**src/rtl/pipeline_pkg.sv**
```systemverilog
// Shared opcode/size encodings, FSM state type and small datapath helpers
// for the MEM pipeline stage.
package pipeline_pkg;

    localparam logic [31:0] OPC_NONE  = 32'd0;
    localparam logic [31:0] OPC_LOAD  = 32'd1;
    localparam logic [31:0] OPC_STORE = 32'd2;

    localparam logic [1:0] SZ_B = 2'd0;
    localparam logic [1:0] SZ_H = 2'd1;
    localparam logic [1:0] SZ_W = 2'd2;
    localparam logic [1:0] SZ_D = 2'd3;

    typedef enum logic [1:0] {IDLE, REQ, WAIT, RESP} state_e;
    typedef enum logic [1:0] {OP_NONE, OP_LOAD, OP_STORE} mem_op_e;

    // Unknown opcodes fall back to NONE.
    function automatic mem_op_e decode_op(input logic [31:0] opc);
        case (opc)
            OPC_NONE:  return OP_NONE;
            OPC_LOAD:  return OP_LOAD;
            OPC_STORE: return OP_STORE;
            default:   return OP_NONE;
        endcase
    endfunction

    function automatic logic is_misaligned(input logic [1:0] size, input logic [2:0] off);
        case (size)
            SZ_B:    return 1'b0;
            SZ_H:    return off[0];
            SZ_W:    return |off[1:0];
            default: return |off;
        endcase
    endfunction

    function automatic logic [7:0] size_mask(input logic [1:0] size);
        case (size)
            SZ_B:    return 8'h01;
            SZ_H:    return 8'h03;
            SZ_W:    return 8'h0F;
            default: return 8'hFF;
        endcase
    endfunction

    function automatic logic [63:0] replicate(input logic [1:0] size, input logic [63:0] d);
        case (size)
            SZ_B:    return {8{d[7:0]}};
            SZ_H:    return {4{d[15:0]}};
            SZ_W:    return {2{d[31:0]}};
            default: return d;
        endcase
    endfunction

endpackage

```
**src/rtl/mem_load_align.sv**
```systemverilog
// Extracts the addressed lane from a 64-bit read word and sign/zero-extends it.
module mem_load_align
    import pipeline_pkg::*;
(
    input  logic [63:0] rdata,
    input  logic [2:0]  offset,
    input  logic [1:0]  size,
    input  logic        zext,
    output logic [63:0] data
);

    logic [63:0] lane;

    always_comb begin
        lane = rdata >> {offset, 3'b000};
        data = lane;
        case (size)
            SZ_B:    data = zext ? {56'd0, lane[7:0]}  : {{56{lane[7]}},  lane[7:0]};
            SZ_H:    data = zext ? {48'd0, lane[15:0]} : {{48{lane[15]}}, lane[15:0]};
            SZ_W:    data = zext ? {32'd0, lane[31:0]} : {{32{lane[31]}}, lane[31:0]};
            default: data = lane;
        endcase
    end

endmodule

```
**src/rtl/pipeline_mem.sv**
```systemverilog
// MEM stage: issues aligned loads/stores to data memory, short-circuits
// NONE and misaligned ops, and presents a one-cycle writeback pulse.
module pipeline_mem
    import pipeline_pkg::*;
#(
    parameter int unsigned ADDR_WIDTH = 64,
    parameter int unsigned DATA_WIDTH = 64
) (
    input  logic                  clk,
    input  logic                  reset,
    input  logic                  in_valid,
    output logic                  ready,
    input  logic [DATA_WIDTH-1:0] ex_res,
    input  logic [DATA_WIDTH-1:0] r2_val_mem,
    input  logic [4:0]            mem_dst_reg,
    input  logic [31:0]           mem_opcode,
    input  logic [2:0]            mem_operation_size,
    input  logic                  ecall,
    output logic                  dmem_req,
    output logic                  dmem_we,
    output logic [ADDR_WIDTH-1:0] dmem_addr,
    output logic [63:0]           dmem_wdata,
    output logic [7:0]            dmem_wstrb,
    input  logic                  dmem_gnt,
    input  logic                  dmem_rvalid,
    input  logic [63:0]           dmem_rdata,
    output logic                  wb_valid,
    output logic [DATA_WIDTH-1:0] wb_data,
    output logic [4:0]            wb_dst_reg,
    output logic                  wb_ecall,
    output logic                  wb_misaligned
);

    state_e      state, state_nxt;
    mem_op_e     in_op, op_q;
    logic        in_misal, accept, start_mem, fast_done;
    logic [4:0]  dst_q;
    logic        ecall_q, zext_q;
    logic [1:0]  size_q;
    logic [2:0]  off_q;
    logic [63:0] load_data;

    assign in_op     = decode_op(mem_opcode);
    assign in_misal  = (in_op != OP_NONE) && is_misaligned(mem_operation_size[1:0], ex_res[2:0]);
    assign accept    = in_valid && ready;
    assign start_mem = accept && (in_op != OP_NONE) && !in_misal;
    assign fast_done = accept && !start_mem;

    always_ff @(posedge clk or posedge reset) begin
        if (reset) state <= IDLE;
        else       state <= state_nxt;
    end

    always_comb begin
        state_nxt = state;
        case (state)
            IDLE:    if (start_mem) state_nxt = REQ;
            REQ:     if (dmem_gnt) state_nxt = (op_q == OP_STORE) ? RESP : WAIT;
            WAIT:    if (dmem_rvalid) state_nxt = RESP;
            RESP:    state_nxt = IDLE;
            default: state_nxt = IDLE;
        endcase
    end

    always_comb begin
        ready    = (state == IDLE);
        dmem_req = (state == REQ);
        dmem_we  = (state == REQ) && (op_q == OP_STORE);
    end

    mem_load_align u_align (
        .rdata  (dmem_rdata),
        .offset (off_q),
        .size   (size_q),
        .zext   (zext_q),
        .data   (load_data)
    );

    // wb_* is loaded either at accept (single-cycle ops) or on entry to RESP,
    // so wb_valid is a registered pulse in both paths.
    always_ff @(posedge clk or posedge reset) begin
        if (reset) begin
            op_q          <= OP_NONE;
            dst_q         <= '0;
            ecall_q       <= 1'b0;
            zext_q        <= 1'b0;
            size_q        <= '0;
            off_q         <= '0;
            dmem_addr     <= '0;
            dmem_wdata    <= '0;
            dmem_wstrb    <= '0;
            wb_valid      <= 1'b0;
            wb_data       <= '0;
            wb_dst_reg    <= '0;
            wb_ecall      <= 1'b0;
            wb_misaligned <= 1'b0;
        end else begin
            wb_valid <= 1'b0;
            if (fast_done) begin
                wb_valid      <= 1'b1;
                wb_data       <= in_misal ? '0 : ex_res;
                wb_dst_reg    <= in_misal ? 5'd0 : mem_dst_reg;
                wb_ecall      <= ecall;
                wb_misaligned <= in_misal;
            end
            if (start_mem) begin
                op_q       <= in_op;
                dst_q      <= mem_dst_reg;
                ecall_q    <= ecall;
                zext_q     <= mem_operation_size[2];
                size_q     <= mem_operation_size[1:0];
                off_q      <= ex_res[2:0];
                dmem_addr  <= {ex_res[ADDR_WIDTH-1:3], 3'b000};
                dmem_wdata <= replicate(mem_operation_size[1:0], r2_val_mem);
                dmem_wstrb <= size_mask(mem_operation_size[1:0]) << ex_res[2:0];
            end
            if (state == REQ && dmem_gnt && op_q == OP_STORE) begin
                wb_valid      <= 1'b1;
                wb_data       <= '0;
                wb_dst_reg    <= 5'd0;
                wb_ecall      <= ecall_q;
                wb_misaligned <= 1'b0;
            end
            if (state == WAIT && dmem_rvalid) begin
                wb_valid      <= 1'b1;
                wb_data       <= load_data;
                wb_dst_reg    <= dst_q;
                wb_ecall      <= ecall_q;
                wb_misaligned <= 1'b0;
            end
        end
    end

endmodule

```
**config.mk**
```make
export PLATFORM = sky130hd
export DESIGN_NAME = pipeline_mem
export DESIGN_NICKNAME = d
export VERILOG_FILES = /design/src/rtl/pipeline_pkg.sv /design/src/rtl/mem_load_align.sv /design/src/rtl/pipeline_mem.sv
export SDC_FILE = /design/constraint.sdc
export NUM_CORES = 1
export LEC_CHECK = 0
export CAP_MARGIN = 20
export CORE_MARGIN = 2
export CORE_UTILIZATION = 30
export CTS_CLUSTER_SIZE = 12
export DETAILED_ROUTE_END_ITERATION = 7
export GPL_ROUTABILITY_DRIVEN = 0
export MAX_ROUTING_LAYER = met4
export SLEW_MARGIN = 20
export SYNTH_ARGS = -nofsm -noshare
export SYNTH_HDL_FRONTEND = slang
export SYNTH_HIERARCHICAL = 1
export SYNTH_SLANG_ARGS = --single-unit
```
**constraint.sdc**
```tcl
create_clock -name clk -period 7.2 [get_ports clk]
set_input_delay 1.44 -clock clk [delete_from_list [all_inputs] [get_ports clk]]
set_output_delay 1.44 -clock clk [all_outputs]
set_load 0.01 [all_outputs]
```
==> results of run 1 <==
per-layer routing:
metal,share of wire (%),GRT usage [%],vias up
met2,49,37.5,539
met3,8.2,5.28,94
li1,-,-,5285
met5,0,-,-
met1,39,25.9,5690
met4,3.8,8.52,0
kinds of logic (layout without fill, tap and decap cells):
group	Yosys count	count (layout)	share of synthesized area, %
simple gates	358	358	12.8
mux	294	294	28.2
other cells	1	10	0.0285
flops	221	221	42.1
compound gates	248	248	11.1
buf+inv	126	516	5.32
fa+ha+maj	4	4	0.381
worst min path at each step:
stage	startpoint	endpoint	slack, ps	cells past startpoint
finish	dmem_wdata[40]	dmem_wdata[40]	480	2
global route	dmem_wdata[49]	dmem_wdata[49]	500	2
CTS	dmem_wdata[51]	dmem_wdata[51]	490	2
detailed placement	dmem_wdata[38]	dmem_wdata[38]	470	2
global placement	dmem_wdata[51]	dmem_wdata[51]	460	2
floorplan	op_q[1]	op_q[1]	460	2
worst max-delay path, cell delays in order:
cell and delay, ps:
clkdlybuf4s50_1 400, nor4_1 560, o211ai_1 380, o41ai_2 560, nand2_4 620, mux2_2 530
area by class of cell:
class | instances | area [um^2] | share of cell area [%]
inverters | 8 | 33.8 | 0.180
repair buffers | 463 | 4620 | 24.6
multi-input cells | 907 | 6940 | 37.0
clock buffers | 37 | 763 | 4.06
well taps | 585 | 732 | 3.90
flip-flops and latches | 221 | 5530 | 29.5
diodes | 7 | 17.5 | 0.0933
clock inverters | 8 | 140 | 0.746
power by group through the flow:
stage | Clock (W) | Combinational [W] | Sequential [W]
global placement | 0 | 0.000518 | 0.00133
detailed placement | 0 | 0.000524 | 0.00133
floorplan | 0 | 0.000185 | 0.00135
CTS | 0.00147 | 0.000526 | 0.00131
global route | 0.00152 | 0.000555 | 0.00131
finish | 0.00143 | 0.000519 | 0.00131
per-stage QoR:
step,cell area [um^2],setup WS [ps],util [%],std cells,hold slack [ps]
after CTS,18800,3100,43.4,2228,486
after global placement,17800,2620,41.3,2183,461
after detailed placement,17800,2550,41.3,2183,471
after floorplan,13200,2880,-,1254,464
after global routing,18800,2860,43.5,2235,505
final,18800,3010,43.5,2236,479
cells in the final DEF, fill, tap and decap left out, drive strengths merged, types with 2 or more instances in the layout:
cell type      count
clkdlybuf4s50    442
dfrtp            221
nand2            188
mux2             171
o21ai            162
mux2i             98
nand3             80
clkbuf            37
a21oi             29
nand4             27
mux4              25
nor2              21
buf               21
o2111ai           16
nor2b             13
o2bb2ai           10
a22oi              9
nor4               9
o211ai             8
diode              7
inv                7
and2               5
bufinv             4
clkinv             4
nand2b             4
ha                 4
a21o               3
conb               3
and3b              2
o31ai              2
nor3b              2
a211oi             2
or4                2
==> impl_results.md, run 1 <==
- Outcome: completed
- Total grt overflow: 0
- Clk slew on worst S/H paths: 60 ps
- Critical Path Sink Type: register
- RSZ-0062 raised after global routing: no
- Mapped Cells: 1,252
- Power Density: 173 mW/mm^2
- Combinational share of power: 16.0%
- Min Clock Period, post-route: 4190 ps
- Setup Buffers After CTS: 0
- Die area: 0.0455 mm^2
- Cell taking the most area after synthesis: dfrtp_1
- Final hold vios: 0
- DR pass1 iterations: 5
- Fmax: 239 MHz
- Hold_buf cts: 0
- Die width: 213 um
- Worst r2r dst: wb_data[14]
- Share of layout cells above drive strength 1: 16.9%
- Slew headroom: 29.4%
- Worst hold path type: register to register
- Reg-to-reg slack, setup: 3940 ps
- Syn Area/Cell: 10.5 um^2
- IO Count: 449
- Top Registers: dmem_wdata: 64 flops, wb_data: 64 flops, dmem_addr: 61 flops
- Max_cap viols: 0
- Routed WL per cell: 22.6 um
- Initial antenna violation count: 7
- First-pass GRT wire length: 74.8 mm
- Critical Path Source: mem_opcode[3]
- Fillcell total: 4,207
- Worst-Margin Slew: 1060 ps
- Critical path data arrival time: 4620 ps
- Pin count of the biggest net entering global routing: 140
- Clock Path Buffers: 3
- # DRC: 0
- Total track usage: 22.3%
- Clock Skew: 31.8 ps
- Post-synth EDFFs: 0
- Drt total wl: 50.6 mm
- Post-synth top cells: 221 x dfrtp_1, 188 x nand2_1, 130 x o21ai_0, 108 x mux2_2, 98 x mux2i_1
- Clk_lat worst skew: 560 ps
- Dominant synthesized flop cell: dfrtp_1
- Core region area: 0.0432 mm^2
- Sw Ratio: 25.0%
- Vias per std cell: 5.19
- # resized after CTS: 0
- Synthesized area: 0.0131 mm^2
- Clk pwr share: 43.9%
- Total power: 0.00325 W
- Sequential power share: 40.2%
- Number of buffers created by CTS: 27
- Syn. warnings: 6
- Ranking of synthesized cells by area: dfrtp_1 42%, mux2_2 9.3%, mux2i_1 7.5%, mux2_4 7.2%, nand2_1 5.4%
- Startpoint types: primary input
- Fraction of the yosys area taken by sequential cells: 42.1%
- Synthesized flop and latch total: 221
- Root Buffer: clkbuf_16
- Switching pwr: 0.000814 W
- Peak supply drop: 0.000135 V
- RR Startpoint: off_q[0]
- Leak: 7.81 nW
- Slew Limit Fails: 0
- CP endpoint: wb_data[4]
- Vias in the first global route: 11.9k
- Row count: 76
- Initial detailed-routing violation count: 715
- Final Setup Violations: 0
- Required @ worst endpoint: 7630 ps
- Worst-path fanout max: 70
- Area share of the largest cell type after synthesis: 42.1%
- Async SR Flop Fraction: 100%
- P_int: 0.00244 W
- # nets final: 1,870
- Crit share post-route: 58.1%
- Area delta synth->final: 42.9%
- Die height: 213 um
- CTS tree: yes
- Most frequent cell after synthesis: dfrtp_1
- CTS sink cnt: 221
- Via count: 11.6k
- Initial Util: 30.4%
- HPWL after DPL: 37.1 mm
- Worst R2R Path Depth: 8
- DRT antenna net count: 0
- PortBufs: 445
- Setup TNS: 0 ps
- Post-synthesis cell type count: 54
- Kind of critical path: primary input to register
- H-Tree Depth: 1
Note: power is estimated with default switching activity, not from simulation.
==> run 2, diff against run 1 <==
clock period = 3.85 ns   (was 7.2 ns; I/O delays follow)
==> impl_results.md, run 2 (synthesis gave the netlist of run 1 again) <==
- Setup WS pre-CTS: 439 ps (-2110 ps)
- Peak supply drop: 0.000222 V (+64%)
- Fillcell total: 4,215 (+0.19%)
- Initial detailed-routing violation count: 898 (+26%)
- Clk_lat worst skew: 560 ps (about the same)
- Worst R2R Path Depth: 7 (-1)
- Worst-Margin Slew: 904 ps (-155 ps)
- CTS tree: yes
- Hold_buf cts: 0 (unchanged)
- Startpoint of the worst hold path: dmem_wdata[39]
- Initial Util: 30.4% (unchanged)
- Via count: 11.6k (-0.16%)
- Reg-to-reg slack, setup: 1090 ps (-2850 ps)
- Clock Path Buffers: 3 (unchanged)
- DRT antenna net count: 0 (unchanged)
- Kind of critical path: primary input to register
- DR pass1 iterations: 6 (+1)
- Final hold vios: 0 (unchanged)
- Max_cap viols: 0 (unchanged)
- Sw Ratio: 24.9% (-0.11 points)
- H-Tree Depth: 1 (unchanged)
- Share of layout cells above drive strength 1: 17.4% (+0.49 points)
- WHS Path Cells: 2 (unchanged)
- Critical Path Sink Type: register
- Root Buffer: clkbuf_16
- Worst-path fanout max: 145 (+110%)
- Most frequent cells in the layout: 442 x clkdlybuf4s50_1, 219 x dfrtp_1, 187 x nand2_1
- Slew headroom: 39.8% (+10 points)
- # DRC: 0 (unchanged)
- # nets final: 1,877 (+0.37%)
- IO Count: 449 (unchanged)
- Crit share post-route: 77.4%
- Power Density: 325 mW/mm^2 (+88%)
- Min Clock Period, post-route: 2980 ps
- Leak: 7.90 nW (+1.2%)
- CTS sink cnt: 221 (unchanged)
- Setup Buffers After CTS: 0 (unchanged)
- Sequential power share: 39.6% (-0.6 points)
- Required @ worst endpoint: 4280 ps (-3350 ps)
- P_int: 0.00462 W (+90%)
- Slew Limit Fails: 0 (unchanged)
- Die area: 0.0455 mm^2 (unchanged)
- Combinational share of power: 15.9% (about the same)
- Core region area: 0.0432 mm^2 (unchanged)
- Row count: 76 (unchanged)
- Die height: 213 um (unchanged)
- # resized after CTS: 0 (unchanged)
- Critical path data arrival time: 3410 ps (-1210 ps)
- Area delta synth->final: 44.2%
- Hold Path Sink: dmem_wdata[39]
- Worst hold path type: register to register
- Total grt overflow: 0 (unchanged)
- Initial antenna violation count: 4 (-3)
- Leading cell type in the layout, fill and taps excluded: clkdlybuf4s50_1
- Clk slew on worst S/H paths: 60 ps (about the same)
- Top Registers: dmem_wdata: 64 flops, wb_data: 64 flops, dmem_addr: 61 flops
- Worst r2r dst: wb_data[4]
- Startpoint types: primary input
- Clock Skew: 18.7 ps (-13.1 ps)
- PortBufs: 445 (unchanged)
- First-pass GRT wire length: 74.4 mm (-0.59%)
- Final setup margin: 871 ps (-2140 ps)
- Die width: 213 um (unchanged)
- Fmax: 336 MHz
- Vias per std cell: 5.16 (-0.65%)
- Final Setup Violations: 0 (unchanged)
- HPWL after DPL: 36.4 mm (-1.9%)
- RSZ-0062 raised after global routing: no
- Vias in the first global route: 12.0k (+0.94%)
- Clk pwr share: 44.5% (+0.6 points)
- Pin count of the biggest net entering global routing: 146 (+4.3%)
- Switching pwr: 0.00154 W (+89%)
- Drt total wl: 49.8 mm (-1.5%)
- Routed WL per cell: 22.2 um (-2.0%)
- Number of buffers created by CTS: 26 (-3.7%)
- RR Startpoint: off_q[0]
- Outcome: completed
- Total track usage: 22.0% (-0.28 points)
- Setup TNS: 0 ps (unchanged)
[run 2: worst max path at each step]
stage | endpoint | depth (start not counted) | slack (ps) | from
after floorplan | dmem_addr[10] | 1 | 200 | reset
after global placement | dmem_addr[6] | 6 | 460 | mem_opcode[3]
after detailed placement | dmem_addr[5] | 6 | 440 | mem_opcode[3]
after CTS | dmem_we | 4 | 910 | state[1]
after global routing | dmem_addr[5] | 6 | 840 | mem_opcode[3]
final | dmem_addr[5] | 6 | 870 | mem_opcode[3]
[run 2: power by group through the flow]
| stage | clock network [W] | registers (W) | logic (W) |
|---|---|---|---|
| global route | 0.00291 | 0.00245 | 0.00105 |
| detailed placement | 0 | 0.00248 | 0.000985 |
| finish | 0.00274 | 0.00244 | 0.000979 |
| CTS | 0.00281 | 0.00244 | 0.000990 |
| global placement | 0 | 0.00248 | 0.000977 |
| floorplan | 0 | 0.00252 | 0.000346 |
[run 2: layout make-up]
| type | count | area (um^2) | area share [%] |
|---|---|---|---|
| clock inverter | 11 | 184 | 0.971 |
| clock buffer | 37 | 753 | 3.98 |
| antenna | 7 | 17.5 | 0.0924 |
| sequential | 221 | 5530 | 29.2 |
| multi-input combinational | 907 | 6940 | 36.6 |
| inverter | 8 | 33.8 | 0.178 |
| tap | 585 | 732 | 3.86 |
| timing repair buffer | 471 | 4760 | 25.1 |
[run 2: routing by layer]
| metal | up-vias | GRT usage [%] | routed length, um |
|---|---|---|---|
| met2 | 507 | 37.0 | 24100 |
| met3 | 83 | 5.50 | 4370 |
| met1 | 5697 | 25.9 | 19800 |
| li1 | 5302 | - | - |
| met4 | 0 | 7.28 | 1630 |
| met5 | - | - | 0 |
[run 2: through the flow]
stage / power, W / cell area, um^2 / instances / utilization (%) / hold slack (ps)
floorplan: 0.00286 / 13200 / 1254 / - / 464
global placement: 0.00346 / 18000 / 2192 / 41.7 / 460
detailed placement: 0.00347 / 18000 / 2192 / 41.7 / 473
CTS: 0.00624 / 18900 / 2240 / 43.9 / 487
global route: 0.00641 / 18900 / 2243 / 43.9 / 505
finish: 0.00616 / 18900 / 2247 / 43.9 / 482
[run 2: worst max-delay path, cell delays in order]
cell and delay, ps:
clkdlybuf4s50_1 410, nor4_1 530, o211ai_1 350, or4_4 550, buf_12 270, mux2_4 400
==> run 3, diff against run 2 <==
clock period = 2.95 ns   (was 3.85 ns; I/O delays follow)
==> impl_results.md, run 3 (synthesis gave the netlist of run 1 again) <==
- Outcome: completed
- Initial Util: 30.4% (unchanged)
- Core region area: 0.0432 mm^2 (unchanged)
- Total grt overflow: 0 (unchanged)
- Slew headroom: 45.3% (+5.6 points)
- H-Tree Depth: 1 (unchanged)
- Leak: 8.15 nW (+3.2%)
- Share of layout cells above drive strength 1: 19.7% (+2.3 points)
- Levels on crit path: 4 (-2)
- Fmax: 366 MHz
- Critical Path Sink Type: output pin
- Sequential power share: 40.2% (+0.6 points)
- Leading cell type in the layout, fill and taps excluded: clkdlybuf4s50_1
- Kind of critical path: register to output pin
- Switching pwr: 0.00202 W (+32%)
- # DRC: 0 (unchanged)
- Initial detailed-routing violation count: 631 (-30%)
- DRT antenna net count: 0 (unchanged)
- DR pass1 iterations: 5 (-1)
- CTS tree: yes
- First-pass GRT wire length: 73.8 mm (-0.75%)
- IO Count: 449 (unchanged)
- Clock Path Buffers: 3 (unchanged)
- Most frequent cells in the layout: 442 x clkdlybuf4s50_1, 219 x dfrtp_1, 187 x nand2_1
- Worst-path fanout max: 4 (-97%)
- Total track usage: 22.1% (+0.079 points)
- HPWL after DPL: 37.9 mm (+4.2%)
- CP max stage delay: 600 ps (+50 ps)
- Via count: 11.7k (+1.1%)
- Met1 Track Usage GR: 25.8% (-0.11 points)
- # nets final: 1,928 (+2.7%)
- Die width: 213 um (unchanged)
- GR Layer Usage met2: 36.9% (-0.10 points)
- Slowest-stage cell, CP: clkdlybuf4s50_1
- Peak supply drop: 0.000425 V (+92%)
- Required @ worst endpoint: 2360 ps (-1920 ps)
- Initial antenna violation count: 7 (+3)
- Critical Path, Cell by Cell: inv_1 > ha_1 > and3b_1 > clkdlybuf4s50_1
- Min Clock Period, post-route: 2730 ps
- CTS sink cnt: 221 (unchanged)
- Startpoint types: register
- Slew Limit Fails: 0 (unchanged)
- Met3 GRT Util: 5.27% (-0.24 points)
- Total power: 0.00793 W (+29%)
- Final Setup Violations: 0 (unchanged)
- Final setup margin: 216 ps (-655 ps)
- Critical path data arrival time: 2140 ps (-1270 ps)
- PortBufs: 445 (unchanged)
- Vias in the first global route: 12.1k (+0.89%)
- Worst R2R Path Depth: 9 (+2)
- Sw Ratio: 25.5% (+0.61 points)
- Clk_lat worst skew: 560 ps (about the same)
- # resized after CTS: 0 (unchanged)
- Final hold slack: 420 ps (-61.2 ps)
- Setup TNS: 0 ps (unchanged)
- Top Registers: dmem_wdata: 64 flops, wb_data: 64 flops, dmem_addr: 61 flops
- Pin count of the biggest net entering global routing: 76 (-48%)
- P_int: 0.00590 W (+28%)
- Number of buffers created by CTS: 28 (+7.7%)
- Crit share post-route: 92.7%
- RSZ-0062 raised after global routing: no
- Die height: 213 um (unchanged)
- Setup Buffers After CTS: 0 (unchanged)
- Dpl cells: 2,241 (+2.2%)
- Hold_buf cts: 0 (unchanged)
- RR Startpoint: state[1]
- Worst hold path type: primary input to asynchronous set/reset pin
- Power Density: 408 mW/mm^2 (+26%)
- Max_cap viols: 0 (unchanged)
- Clk slew on worst S/H paths: 60 ps (about the same)
- Most Used Layer, Global Route: met2
- Clk pwr share: 43.1% (-1.4 points)
- Area delta synth->final: 47.7%
- Final hold vios: 0 (unchanged)
- Combinational share of power: 16.7% (+0.8 points)
- Setup WS pre-CTS: -258 ps (-697 ps)
- CP delay by family, top: buffers and inverters
- Die area: 0.0455 mm^2 (unchanged)
- Reg-to-reg slack, setup: 310 ps (-780 ps)
- Post-route insts no fill: 2,292 (+2.0%)
- Drt total wl: 50.1 mm (+0.47%)
- Row count: 76 (unchanged)
- Routed WL per cell: 21.8 um (-1.5%)
- Critical Path Source: state[1]
- Clock Skew: 8.13 ps (-10.6 ps)
- Worst-Margin Slew: 819 ps (-85.0 ps)
- Critical path buffer and inverter count: 2 (unchanged)
- Root Buffer: clkbuf_16
- Vias per std cell: 5.11 (-0.86%)
==> run 3: changes by cell type in the layout (fill, tap and decap cells not counted) <==
cell,delta
clkinv_2,-2
buf_4,+38
bufinv_16,-3
clkbuf_16,+2
clkbuf_1,-1
diode_2,-1
clkinvlp_4,+1
buf_12,+11
==> run 3: area by class of cell <==
| cell class | count | area [um^2] |
|---|---|---|
| diodes | 6 | 15.0 |
| clock buffers | 38 | 800 |
| clock inverters | 7 | 91.3 |
| flip-flops and latches | 221 | 5530 |
| well taps | 585 | 732 |
| repair buffers | 520 | 5270 |
| multi-input cells | 907 | 6940 |
| inverters | 8 | 33.8 |
| fillers | 4218 | 23800 |
==> run 3: power groups by stage <==
stage	Clock (W)	Combinational, W	Sequential [W]
after floorplan	0	0.000452	0.00329
after global placement	0	0.00132	0.00324
after detailed placement	0	0.00133	0.00324
after CTS	0.00350	0.00134	0.00319
after global routing	0.00362	0.00141	0.00320
final	0.00342	0.00132	0.00319
==> run 3: worst paths after layout <==
path,end
max,dmem_we
min,wb_data[18]
max reg2reg,dmem_addr[6]
min reg2reg,dmem_wdata[52]
max in group asynchronous,wb_data[46]
min in group clk,dmem_wdata[52]
==> run 3: metrics by stage <==
stage,util [%],instance area (um^2)
after floorplan,-,13200
after global placement,42.9,18500
after detailed placement,42.9,18500
after CTS,44.9,19400
after global routing,44.9,19400
final,44.9,19400
==> run 3: worst register-to-register path: cells and delay by family (launching register included) <==
family / cells / cell delay [ps]
compound gates: 1 / 80
simple gates: 2 / 770
buf+inv: 4 / 630
mux: 1 / 460
fa+ha+maj: 1 / 190
flops: 1 / 410
==> run 3: metal layers <==
layer / vias up / part of all wire, %
li1: 5412 / -
met1: 5680 / 40
met2: 525 / 47
met3: 103 / 8.8
met4: 0 / 4.1
met5: - / 0
